===== config.mk =====
export PLATFORM = sky130hd
export DESIGN_NAME = sfp_acc_ctrl
export DESIGN_NICKNAME = d
export VERILOG_FILES = /design/src/rtl/sfp_acc_ctrl.sv
export SDC_FILE = /design/constraint.sdc
export NUM_CORES = 1
export LEC_CHECK = 0
export ABC_AREA = 1
export CAP_MARGIN = 10
export CORE_ASPECT_RATIO = 0.8
export CORE_MARGIN = 2
export CORE_UTILIZATION = 50
export CTS_CLUSTER_DIAMETER = 120
export DETAILED_ROUTE_END_ITERATION = 16
export PLACE_DENSITY_LB_ADDON = 0.05
export SYNTH_ARGS = -nofsm -noshare
export SYNTH_HDL_FRONTEND = slang
export SYNTH_SLANG_ARGS = --single-unit
export TNS_END_PERCENT = 30

===== constraint.sdc =====
create_clock -name clk -period 1.7 [get_ports clk]
set_clock_uncertainty 0.05 [all_clocks]
set_input_delay 0.17 -clock clk [delete_from_list [all_inputs] [get_ports clk]]
set_output_delay 0.17 -clock clk [all_outputs]
set_load 0.01 [all_outputs]

===== src/rtl/sfp_acc_ctrl.sv =====
// Sequencer for one SFP row: per output pixel, clear, issue len_kij psum reads, drain, write the ReLU result.
// Per-pixel latency len_kij+3 cycles with no stall; stall freezes read issue and write in place.
module sfp_acc_ctrl #(
  parameter int len_kij  = 9,
  parameter int len_onij = 16,
  parameter int addr_bw  = 11
) (
  input  logic               clk,
  input  logic               reset,
  input  logic               start,
  input  logic               stall,
  output logic               busy,
  output logic               done,
  output logic               pmem_rd,
  output logic [addr_bw-1:0] pmem_addr,
  output logic               sfp_acc,
  output logic               sfp_clr,
  output logic               omem_wr,
  output logic [addr_bw-1:0] omem_addr
);

  localparam int KW = (len_kij > 1) ? $clog2(len_kij) : 1;
  localparam int OW = (len_onij > 1) ? $clog2(len_onij) : 1;
  localparam logic [KW-1:0]      KIJ_LAST  = KW'(len_kij - 1);
  localparam logic [OW-1:0]      O_LAST    = OW'(len_onij - 1);
  localparam logic [addr_bw-1:0] BASE_STEP = addr_bw'(len_onij);

  typedef enum logic [2:0] {
    S_IDLE, S_CLEAR, S_READ, S_DRAIN, S_WRITE, S_DONE
  } state_t;

  state_t             state_q, state_d;
  logic [KW-1:0]      kij_q, kij_d;
  logic [OW-1:0]      o_q, o_d;
  logic [addr_bw-1:0] base_q, base_d;
  logic               acc_q;

  always_ff @(posedge clk or posedge reset) begin
    if (reset) begin
      state_q <= S_IDLE;
      kij_q   <= '0;
      o_q     <= '0;
      base_q  <= '0;
      acc_q   <= 1'b0;
    end else begin
      state_q <= state_d;
      kij_q   <= kij_d;
      o_q     <= o_d;
      base_q  <= base_d;
      acc_q   <= pmem_rd;
    end
  end

  // base_q tracks kij*len_onij so the read address needs only one adder.
  always_comb begin
    state_d   = state_q;
    kij_d     = kij_q;
    o_d       = o_q;
    base_d    = base_q;
    busy      = (state_q != S_IDLE);
    done      = (state_q == S_DONE);
    sfp_clr   = (state_q == S_CLEAR);
    pmem_rd   = 1'b0;
    pmem_addr = '0;
    omem_wr   = 1'b0;
    omem_addr = '0;
    case (state_q)
      S_IDLE: begin
        if (start) begin
          state_d = S_CLEAR;
          kij_d   = '0;
          o_d     = '0;
          base_d  = '0;
        end
      end
      S_CLEAR: state_d = S_READ;
      S_READ: begin
        if (!stall) begin
          pmem_rd   = 1'b1;
          pmem_addr = base_q + addr_bw'(o_q);
          if (kij_q == KIJ_LAST) begin
            state_d = S_DRAIN;
          end else begin
            kij_d  = kij_q + KW'(1);
            base_d = base_q + BASE_STEP;
          end
        end
      end
      S_DRAIN: state_d = S_WRITE;
      S_WRITE: begin
        if (!stall) begin
          omem_wr   = 1'b1;
          omem_addr = addr_bw'(o_q);
          if (o_q == O_LAST) begin
            state_d = S_DONE;
          end else begin
            o_d     = o_q + OW'(1);
            kij_d   = '0;
            base_d  = '0;
            state_d = S_CLEAR;
          end
        end
      end
      S_DONE:  state_d = S_IDLE;
      default: state_d = S_IDLE;
    endcase
  end

  assign sfp_acc = acc_q;

endmodule


After elaboration in Yosys (flattened, before gate mapping)
Index checks and enable logic that the tools add are counted.

Register bits: 23. Input bits: 4.

Mux-type cells: 28. Add/sub/neg operators: 4. Equality and inequality tests: 13. Reductions and logical operators: 7.

Operator list (count): 11-bit two-way mux (7); 4-bit two-way mux (9); 11-bit one-hot mux with 3 select lines (1); 3-bit two-way mux (5); 3-bit one-hot mux with 5 select lines (1); 2-bit inequality test (second input constant) (6); 4-bit one-hot mux with 3 select lines (1); 11-bit by 4-bit adder with 11-bit output (1); 11-bit by 5-bit adder with 11-bit output (second input constant) (1); 4-bit by 1-bit adder with 4-bit output (second input constant) (2); 4-bit == test (second input constant) (2); 4-bit one-hot mux with 2 select lines (1); 4-bit AND reduction (2); 3-bit by 2-bit == test with 1-bit output (second input constant) (2); 3-bit == test (second input constant) (2); 6-bit AND reduction (1); 3-bit nonzero test (2); 3-bit by 1-bit == test with 1-bit output (second input constant) (1); 3-bit zero test (1); 1-bit two-way mux (3); 2-bit nonzero test (1).

Depth between registers and ports, before layout
Depth after elaboration: 4. Gate-level depth with buffers: 9.

Least setup slack after synthesis
OpenSTA, ideal clock, no wires.

Kind: register to output. Start point: reg state_q[2]. End point: out pmem_addr[8]. Stages on the path, launching flop included: 8. Setup slack: 69 ps. Arrival: 1411 ps. Cells stage by stage: dfrtp_1 inv_1 nand3_4 inv_1 nand2_2 inv_1 o21ai_0 a21oi_1.

Word-level cells in the longest chain between the ends: 2.

Ends and longest elaborated chain: start: declaration (RTL line 32) `state_t state_q, state_d;`; start signal: assignment (RTL line 46) `state_q <= state_d;`; 3-bit by 2-bit == test with 1-bit output (RTL line 67) `case (state_q)`; 11-bit two-way mux (RTL line 67); end: declaration (RTL line 15) `output logic [addr_bw-1:0] pmem_addr,`.

Every way passes these cells.

Worst setup path after layout
Start point: reg state_q[0]. End point: out pmem_addr[6].

The elaborated chain is that of the path after synthesis.

==> reports/metrics.csv <==
metric;value;unit
outcome;finished, violations left;
violations;negative setup slack;
clockBufferDepth;2;
rsz0062_at_grt;yes;
areaGrowthSynthToFinish;27.1;%
synth_edf_count;0;
grt_pass1_vias;1374;
initial_core_util;52.6;%
postRouteAntennaNets;0;
vdd_drop_max;868;uV
finalSetupViolCount;1;
worstSetupPathType;reg2out;
drt_iter0_markers;93;
clk_pin_slew;0.11;ns
cp-start-kind;flip-flop;
vias_per_cell;4.90;
arrival;1.49;ns
yosys.area.top_type;dfrtp_1;
grt_max_degree;20;
ff2ff_setup_slack;0.11;ns
cap_violations;0;
cts_tree;done;
ys_types;29;
hpwl;2.52;mm
drc;0;
met1_length;1.64;mm
hold_buffers;0;
clock_sinks;19;
port-buffer-count;24;
yosys.area.top_type_share;32.9;%
cts_buffers;3;
grt_usage;22.6;%
slew_viol_final;0;
clk_latency;0.31;ns
path_delay_family;buffers and inverters;
setup_tns;-0.0118;ns
finalCriticalPeriod;1.71;ns
grt_pass1_wl;5.82;mm
multiInputGateArea;848;sq um
dieArea;0.00334;sq mm
num-fill-cells;244;
wirelength;3.49;mm
root_buffer;clkbuf_4;
nets;271;
first_pass_iters;4;
power;0.00232;W
antenna_found_initial;0;
io_pins;32;
seqCellArea;475;sq um
route.met2.wl;1.66;mm
power.density;1260;mW/mm^2
wl_per_cell;11.7;um
syn_avg_cell_area;6.75;sq um
fp.coreArea;0.00274;sq mm
cp.required;1.48;ns
netlist_area;0.00144;sq mm
diodes;0;
synthCells;214;
r2r.worst_path.cells;9;
worst_path_max_delay_cell;dfrtp_1;
setup_ws;-0.0118;ns
ys.flop_type;dfrtp_1;
cp_num_buf_inv;4;
dp_cells;291;
final_cells;299;
hold_viol_final;0;
yosys_warnings;0;
die_w;64.1;um
gp_congestion;0.855;
final_layout_size_suffix_gt1_share;24.5;%
ys_ff_latch;19;
htree_num_levels;1;
crit_chain;inv_2 > nand3_4 > inv_4 > nand2_4 > buf_4 > a211oi_2 > buf_2;
dieHeight;52.1;um
fp-row-count;17;
top_layer;met4;
critPathMaxStageDelay;0.40;ns
grt.overflow.total;0;
reg2reg_from;state_q[1];
hold_class;in2async;
synth-async-reset-ratio;100;%
synth_area_leaders;dfrtp_1 (33%), nand2_1 (17%), nor2_1 (7.5%), inv_1 (6.5%), nand3_1 (6.2%);
wl_met3;161;um
post-synth-top-count-cell;nand2_1;
netlist_top_cells_count;nand2_1 (65), nor2_1 (29), inv_1 (25);
timing.rr.end;kij_q[2];
ys_seq_area_share;32.9;%
vias;1465;
critPathMaxFanout;5;
fin_crit_sh;101;%
cellLeakagePower;0.983;nW
crit_path_end_kind;output port;
fmax;584;MHz
## kinds of logic after synthesis
family                   synth area share, %
AND/OR/NAND/NOR                         41.2
AO/OA/AOI/OAI                           7.11
XOR/XNOR                                1.82
buffers and inverters                   12.4
flip-flops                              32.9
other                                  0.260
adder cells (fa/ha/maj)                 4.33
## worst max-delay path by stage
stage / start / endpoint / slack (ns) / cells after the start
after floorplan: state_q[2] / pmem_addr[8] / 0.07 / 7
after global placement: stall / pmem_addr[8] / -0.16 / 7
after detailed placement: stall / pmem_addr[6] / -0.19 / 5
after CTS: state_q[0] / pmem_addr[1] / -0.007 / 5
after global routing: state_q[0] / pmem_addr[6] / -0.09 / 7
final: state_q[0] / pmem_addr[6] / -0.01 / 7
## worst min-delay path, stage by stage
cell and delay [ns]:
clkdlybuf4s50_1 0.40, inv_1 0.05, buf_4 0.26
## power by group
group / switching (W) / internal [W] / total [W]
sequential: 0.000101 / 0.000539 / 0.000640
combinational: 0.000845 / 0.000592 / 0.00144
clock: 0.000148 / 0.0000918 / 0.000240
total: 0.00109 / 0.00122 / 0.00232
## registers in the layout, summed over array words and instances (netlist names)
signal   cells
kij_q        4
base_q       7
sfp_acc      1
state_q      3
o_q          4
## what timing repair did
action | in CTS | in global routing
setup buffers | 1 | 3
resized for setup | 62 | 16
endpoints found under the setup margin | 20 | 31
pin swaps | 2 | 0
## cell type report
cell class,count,share of cell area (%)
flip-flops and latches,19,25.9
inverters,25,5.25
well taps,38,2.59
clock buffers,4,1.43
repair buffers,49,18.6
multi-input cells,164,46.2
## metrics by stage
step                setup slack (ns)  hold WS (ns)  util [%]  area, sq um
floorplan                     0.0692        0.0711         -         1470
global placement              -0.156         0.464      66.7         1830
detailed placement            -0.186         0.481      66.7         1830
CTS                         -0.00682         0.144      66.8         1830
global route                 -0.0889         0.181      66.9         1840
finish                       -0.0118         0.128      66.9         1840
## layer usage
layer | global-route usage (%) | vias to the layer above
met2 | 40.8 | 41
met4 | 5.07 | 0
li1 | - | 750
met3 | 5.41 | 6
met5 | 0 | -
met1 | 27.5 | 668
## placed cells by master, fill, tap and decap left out, drive strengths merged
cell           instances
nand2                 69
buf                   38
nor2                  32
inv                   25
nand3                 20
dfrtp                 19
o21ai                  9
conb                   8
clkbuf                 8
a21oi                  7
ha                     5
clkdlybuf4s50          4
nand4                  3
nand3b                 3
xor2                   3
dlygate4sd2            3
nor3                   2
nor3b                  1
a211oi                 1
and3                   1
Note: power is estimated with default switching activity, not from simulation.
